File: src/rtl/dmem_arbiter_pkg.sv
// Shared types and constants for the two-port data-memory arbiter.
// State encodings and requester IDs live here so the FSM and the picker agree.
package dmem_arbiter_pkg;

    typedef enum logic [1:0] {
        DMEM_ARB_IDLE  = 2'd0,
        DMEM_ARB_ISSUE = 2'd1,
        DMEM_ARB_WAIT  = 2'd2,
        DMEM_ARB_RESP  = 2'd3
    } dmem_arb_state_e;

    localparam logic DMEM_ARB_ID_M0 = 1'b0;
    localparam logic DMEM_ARB_ID_M1 = 1'b1;

    typedef struct packed {
        logic        id;
        logic [3:0]  ren;
        logic [3:0]  wen;
        logic [29:0] word_addr;
        logic [31:0] wdata;
    } dmem_arb_txn_t;

    // A request asking to read and write at once is malformed.
    function automatic logic dmem_arb_conflict(input dmem_arb_txn_t t);
        return (|t.ren) && (|t.wen);
    endfunction

endpackage

File: src/rtl/dmem_rr_pick.sv
// Two-way winner select: round-robin on ties with DMEM_ARB_RR_EN, else m0 priority.
// Purely combinational; winner is only meaningful when req is nonzero.
module dmem_rr_pick (
    input  logic [1:0] req,
    input  logic       last,
    output logic       winner
);
    import dmem_arbiter_pkg::*;

`ifdef DMEM_ARB_RR_EN
    always_comb begin
        winner = DMEM_ARB_ID_M0;
        if (req == 2'b11) begin
            winner = ~last;
        end else if (!req[0] && req[1]) begin
            winner = DMEM_ARB_ID_M1;
        end
    end
`else
    logic unused_last;
    assign unused_last = last;

    always_comb begin
        winner = DMEM_ARB_ID_M0;
        if (!req[0] && req[1]) begin
            winner = DMEM_ARB_ID_M1;
        end
    end
`endif

endmodule

File: src/rtl/dmem_arbiter.sv
// Two-requester data-RAM arbiter, one transaction outstanding; optional round-robin
// tie-break under DMEM_ARB_RR_EN. gnt 1 cycle after req, write rsp 2 cycles after req.
module dmem_arbiter #(
    parameter int TIMEOUT_CYCLES = 255
) (
    input  logic        clk,
    input  logic        rstn,

    input  logic        m0_req,
    input  logic [3:0]  m0_ren,
    input  logic [3:0]  m0_wen,
    input  logic [31:0] m0_addr,
    input  logic [31:0] m0_wdata,
    output logic        m0_gnt,
    output logic        m0_rsp_valid,
    output logic [31:0] m0_rsp_rdata,
    output logic        m0_rsp_err,

    input  logic        m1_req,
    input  logic [3:0]  m1_ren,
    input  logic [3:0]  m1_wen,
    input  logic [31:0] m1_addr,
    input  logic [31:0] m1_wdata,
    output logic        m1_gnt,
    output logic        m1_rsp_valid,
    output logic [31:0] m1_rsp_rdata,
    output logic        m1_rsp_err,

    output logic [3:0]  da_ren,
    output logic [3:0]  da_wen,
    output logic [31:0] da_addr,
    output logic [31:0] da_wdata,
    input  logic        da_rvalid,
    input  logic [31:0] da_rdata
);
    import dmem_arbiter_pkg::*;

    localparam int CNT_RAW = $clog2(TIMEOUT_CYCLES + 1);
    localparam int CNT_W   = (CNT_RAW > 8) ? CNT_RAW : 8;
    localparam logic [CNT_W-1:0] CNT_LAST = CNT_W'(TIMEOUT_CYCLES - 1);

    dmem_arb_state_e state, state_nxt;
    dmem_arb_txn_t   txn_q, txn_nxt;
    logic [CNT_W-1:0] cnt_q, cnt_nxt;
    logic [31:0]     rdata_q, rdata_nxt;
    logic            err_q, err_nxt;
    logic            winner;
    logic            pick_last;

    // Byte offset is dropped: the RAM is word-addressed.
    logic [3:0] unused_addr_lsb;
    assign unused_addr_lsb = {m0_addr[1:0], m1_addr[1:0]};

    dmem_rr_pick u_pick (
        .req    ({m1_req, m0_req}),
        .last   (pick_last),
        .winner (winner)
    );

`ifdef DMEM_ARB_RR_EN
    logic last_q;

    // Reset to m1 so m0 takes the first tie.
    always_ff @(posedge clk or negedge rstn) begin
        if (!rstn) begin
            last_q <= DMEM_ARB_ID_M1;
        end else if (state == DMEM_ARB_ISSUE) begin
            last_q <= txn_q.id;
        end
    end
    assign pick_last = last_q;
`else
    assign pick_last = 1'b0;
`endif

    always_ff @(posedge clk or negedge rstn) begin
        if (!rstn) begin
            state   <= DMEM_ARB_IDLE;
            txn_q   <= '0;
            cnt_q   <= '0;
            rdata_q <= '0;
            err_q   <= 1'b0;
        end else begin
            state   <= state_nxt;
            txn_q   <= txn_nxt;
            cnt_q   <= cnt_nxt;
            rdata_q <= rdata_nxt;
            err_q   <= err_nxt;
        end
    end

    always_comb begin
        state_nxt = state;
        txn_nxt   = txn_q;
        cnt_nxt   = cnt_q;
        rdata_nxt = rdata_q;
        err_nxt   = err_q;
        unique case (state)
            DMEM_ARB_IDLE: begin
                if (m0_req || m1_req) begin
                    txn_nxt.id = winner;
                    if (winner == DMEM_ARB_ID_M1) begin
                        txn_nxt.ren       = m1_ren;
                        txn_nxt.wen       = m1_wen;
                        txn_nxt.word_addr = m1_addr[31:2];
                        txn_nxt.wdata     = m1_wdata;
                    end else begin
                        txn_nxt.ren       = m0_ren;
                        txn_nxt.wen       = m0_wen;
                        txn_nxt.word_addr = m0_addr[31:2];
                        txn_nxt.wdata     = m0_wdata;
                    end
                    state_nxt = DMEM_ARB_ISSUE;
                end
            end
            DMEM_ARB_ISSUE: begin
                if (dmem_arb_conflict(txn_q)) begin
                    err_nxt   = 1'b1;
                    rdata_nxt = '0;
                    state_nxt = DMEM_ARB_RESP;
                end else if (|txn_q.ren) begin
                    cnt_nxt   = '0;
                    state_nxt = DMEM_ARB_WAIT;
                end else begin
                    err_nxt   = 1'b0;
                    rdata_nxt = '0;
                    state_nxt = DMEM_ARB_RESP;
                end
            end
            DMEM_ARB_WAIT: begin
                // Data arriving on the final cycle still wins over the timeout.
                if (da_rvalid) begin
                    err_nxt   = 1'b0;
                    rdata_nxt = da_rdata;
                    state_nxt = DMEM_ARB_RESP;
                end else if (cnt_q == CNT_LAST) begin
                    err_nxt   = 1'b1;
                    rdata_nxt = '0;
                    state_nxt = DMEM_ARB_RESP;
                end else begin
                    cnt_nxt = cnt_q + 1'b1;
                end
            end
            DMEM_ARB_RESP: begin
                state_nxt = DMEM_ARB_IDLE;
            end
            default: begin
                state_nxt = DMEM_ARB_IDLE;
            end
        endcase
    end

    logic in_issue, in_resp, issue_ok;
    assign in_issue = (state == DMEM_ARB_ISSUE);
    assign in_resp  = (state == DMEM_ARB_RESP);
    assign issue_ok = in_issue && !dmem_arb_conflict(txn_q);

    assign da_ren   = issue_ok ? txn_q.ren : 4'h0;
    assign da_wen   = issue_ok ? txn_q.wen : 4'h0;
    assign da_addr  = {txn_q.word_addr, 2'b00};
    assign da_wdata = txn_q.wdata;

    assign m0_gnt = in_issue && (txn_q.id == DMEM_ARB_ID_M0);
    assign m1_gnt = in_issue && (txn_q.id == DMEM_ARB_ID_M1);

    assign m0_rsp_valid = in_resp && (txn_q.id == DMEM_ARB_ID_M0);
    assign m1_rsp_valid = in_resp && (txn_q.id == DMEM_ARB_ID_M1);
    assign m0_rsp_rdata = m0_rsp_valid ? rdata_q : 32'h0;
    assign m1_rsp_rdata = m1_rsp_valid ? rdata_q : 32'h0;
    assign m0_rsp_err   = m0_rsp_valid && err_q;
    assign m1_rsp_err   = m1_rsp_valid && err_q;

endmodule
File: config.mk
export PLATFORM = sky130hd
export DESIGN_NAME = dmem_arbiter
export DESIGN_NICKNAME = d
export VERILOG_FILES = /design/src/rtl/dmem_arbiter_pkg.sv /design/src/rtl/dmem_rr_pick.sv /design/src/rtl/dmem_arbiter.sv
export SDC_FILE = /design/constraint.sdc
export NUM_CORES = 1
export LEC_CHECK = 0
export CAP_MARGIN = 10
export CORE_MARGIN = 8
export CORE_UTILIZATION = 40
export DETAILED_ROUTE_END_ITERATION = 6
export PLACE_DENSITY = 0.92
export SLEW_MARGIN = 20
export SYNTH_ARGS = -nofsm -noshare
export SYNTH_HDL_FRONTEND = slang
export SYNTH_SLANG_ARGS = --single-unit
File: constraint.sdc
create_clock -name clk -period 2.4 [get_ports clk]
set_clock_uncertainty 0.15 [all_clocks]
set_input_delay 0.36 -clock clk [delete_from_list [all_inputs] [get_ports clk]]
set_output_delay 0.36 -clock clk [all_outputs]
set_load 0.005 [all_outputs]
==> out/qor.yml, run 1 <==
floorplanning:
  fp-row-count: 45
  die_w_um: 140
  die_h_um: 140
  ios: 323
  core_mm2: 0.0151
  die-area_mm2: 0.0197
  floorplan.initialDensity: 0.409
clock_tree:
  clock_sinks: 114
  cts_inserted_buffers: 17
  path_clk_slew_ns: 0.05
  htree_levels: 4
  cts_tree: "built"
  clkLatencyLatePin_ns: 0.41
  cts_root_buf: "clkbuf_16"
  cts_max_path_buffers: 2
placement:
  port_buffers: 316
  gp_congestion: 0.854
  hpwl_um: 16000
  dpl_cell_area_mm2: 0.00920
  place_ws_ns: 0.106
logic_synthesis:
  synthMuxAreaShare: 0.117
  synth-xor-area-share: 0
  ys_ff_latch: 114
  yosys_warnings: 0
  synth_edf_count: 0
  yosysUniqueCellTypes: 46
  syn_area_mm2: 0.00619
  synth_compound_area_frac: 0.137
  syn_inst: 623
  synth_top_family_by_area: "simple AND/OR/NAND/NOR gates"
  synth-simple-area-share: 0.154
  synth_area_per_cell_um2: 9.94
  synthAdderAreaFrac: 0.0141
  synth-async-reset-ratio: 1.00
  ys_seq_area_frac: 0.461
  synth_flop_cell: "dfrtp_1"
grt:
  busiest_layer: "met2"
  met1_usage: 0.230
  grt_util_all_layers: 0.211
  grt_pass1_wl_um: 32600
  met2_usage: 0.350
  grt_pass1_vias: 5881
  grt-ovfl-total: 0
  antenna_found_initial: 2
  grt_use_met3: 0.0989
  grt_max_degree: 58
timing:
  layout_setup_ws_ns: 0.0302
  finalHoldViolations: 0
  setup_viol: 0
  timing.slew.headroom: 0.653
  final-max-slew-violation-count: 0
  tightestPinTransition_ns: 0.521
  max_clock_freq_mhz: 422
  period_needed_ns: 2.37
  rsz0062_at_grt: "true"
  fin_crit_sh: 0.987
pwr:
  switching_share: 0.344
  powerDensity_mw_per_mm2: 1050
  clkPwrFrac: 0.231
  leakagePower_nw: 5.03
  seqPwrFrac: 0.324
  p_int_mw: 6.91
  peakVddDrop_v: 0.000512
  pwr-share-comb: 0.445
  p_switching_mw: 3.63
critical_path:
  crit_path_max_fanout: 34
  slowest_delay_ns: 0.50
  critPathKind: "flop to output port"
  worstPathArrival_ns: 1.86
  cp_slowest_cell: "clkdlybuf4s50_1"
  setup.worst_path.end_class: "output port"
  path_cells: "ha_4 > buf_12 > and3_4 > clkdlybuf4s50_1"
  crit_buf_inv: 2
  critPathTopFamily: "buffers and inverters"
  cp.required_ns: 1.89
  startpoint_type: "flop"
detailed_routing:
  drtPass1Iterations: 5
  ant_nets: 0
  vias_per_cell: 5.11
  wl_per_cell_um: 19.7
  post-route-drc-count: 0
  totalWireLength_um: 21500
  drt_iter0_markers: 271
  vias: 5583
outcome:
  status: "completed"
finish:
  final_layout_size_suffix_gt1_frac: 0.0931
  syn_to_final_growth_pct: 61.8
  fin_area_mm2: 0.0100
  nets: 1079
worst_hold_path:
  hold_path.class: "input port to asynchronous set/reset pin"
run:
  maxCapViolCount: 0
## cells in the mapped netlist (all sizes together) (3+ instances only)
| cell type | number | area, um2 |
|---|---|---|
| ha | 7 | 87.6 |
| a22o | 32 | 280 |
| o21ai | 78 | 390 |
| a31oi | 4 | 31.3 |
| and3 | 43 | 269 |
| dfrtp | 114 | 2850 |
| mux2i | 71 | 711 |
| buf | 79 | 591 |
| a21oi | 7 | 35.0 |
| and2 | 36 | 225 |
| nor2b | 3 | 18.8 |
| clkbuf | 27 | 101 |
| nor2 | 5 | 18.8 |
| inv | 9 | 33.8 |
| nand2 | 76 | 285 |
| nand3 | 4 | 25.0 |
## what timing repair did
item                       4_1_cts  5_1_grt
buffers inserted                 7        7
hold endpoints to repair        21        0
gates cloned                     0        2
pin swaps                        4        2
hold buffers                     1        0
setup endpoints to repair       78       37
resized for setup               56       44
## metrics by stage
| step | instances | hold slack [ns] | power (mW) | TNS, ns | util |
|---|---|---|---|---|---|
| after floorplan | 624 | -0.0856 | 5.86 | 0 | - |
| after global placement | 1043 | 0.0975 | 7.55 | 0 | 0.608 |
| after detailed placement | 1043 | 0.0979 | 7.75 | 0 | 0.608 |
| after CTS | 1081 | 0.211 | 10.4 | -0.00190 | 0.650 |
| after global routing | 1092 | 0.241 | 11.2 | -0.0896 | 0.661 |
| final | 1092 | 0.228 | 10.5 | 0 | 0.661 |
## metal layers
metal  part of all wire  wire length (um)
met2               0.50             10600
met3               0.10              2160
met5                  0                 0
met4              0.020               422
met1               0.38              8260
## worst reg2reg max path: cells and delay by family (launching register included)
kind	cells	cell delay [ns]
buffers and inverters	2	0.34
DFF	1	0.43
AOI/OAI and AO/OA	2	0.42
and+or+nand+nor	2	0.56
adders and majority gates	1	0.18
## layout by cell type (no fill, tap or decap), types with 3 or more instances in the layout
master             n
mux2i_1           71
and2_1            36
buf_12            11
a31oi_1            3
clkinv_2           4
dfrtp_1          113
dlymetal6s2s_1    26
clkbuf_16         19
clkbuf_1           4
nand3_1            3
clkdlybuf4s15_1    9
buf_4             24
ha_1               5
nor2_1             5
and3_1            41
clkbuf_8           3
nand2_1           76
inv_1              8
a21oi_1            7
clkbuf_2           4
o21ai_0           77
dlygate4sd2_1     28
clkdlybuf4s50_1  248
a22o_1            32
## sequential cells by signal, summed over array words and instances, names as in the netlist
name and count:
da_addr 30, da_wdata 32, rdata_q 32, state 2
cnt_q 8, txn_q 9, err_q 1
## layout make-up
cell class | instances | area [um2]
timing repair buffer | 354 | 3630
inverter | 9 | 33.8
clock buffer | 24 | 482
tap | 188 | 235
multi-input combinational | 395 | 2690
antenna | 2 | 5.00
sequential | 114 | 2850
clock inverter | 6 | 80.1
fill | 1119 | 5130
## path summary, 6_finish.rpt
path | slack (ns) | cells after the start | start | end
worst max-delay path | 0.03 | 4 | state[1] | m1_rsp_rdata[31]
worst min-delay path | 0.23 | 2 | rstn | rdata_q[1]
worst max register to register | 0.21 | 7 | cnt_q[0] | rdata_q[20]
worst min register to register | 0.33 | 2 | da_wdata[20] | da_wdata[20]
max in group asynchronous | 1.07 | 3 | rstn | da_wdata[0]
min in group clk | 0.33 | 2 | da_wdata[20] | da_wdata[20]
## power by group through the flow
stage | sequential, mW | combinational, mW | clock (mW)
global route | 3.51 | 5.13 | 2.58
floorplan | 3.19 | 2.67 | 0
global placement | 3.32 | 4.23 | 0
CTS | 3.39 | 4.54 | 2.47
finish | 3.41 | 4.69 | 2.44
detailed placement | 3.38 | 4.37 | 0
## cell families after synthesis
kind of cell | Yosys count
flip-flops | 114
multiplexers | 72
AO/OA/AOI/OAI | 134
adder cells (fa/ha/maj) | 7
buffers and inverters | 115
other | 1
AND/OR/NAND/NOR | 180
No activity file was read; power rests on OpenSTA's default activity.
==> inputs of run 2 (changes only) <==
--- a/config.mk
+++ b/config.mk
@@ -10,7 +10,7 @@
 export CORE_UTILIZATION = 40
 export DETAILED_ROUTE_END_ITERATION = 6
 export PLACE_DENSITY = 0.92
-export SLEW_MARGIN = 20
+export SLEW_MARGIN = 10
 export SYNTH_ARGS = -nofsm -noshare
 export SYNTH_HDL_FRONTEND = slang
 export SYNTH_SLANG_ARGS = --single-unit
==> results of run 2 <==
No change in the layout: final DEF, timing and power equal those of run 1.
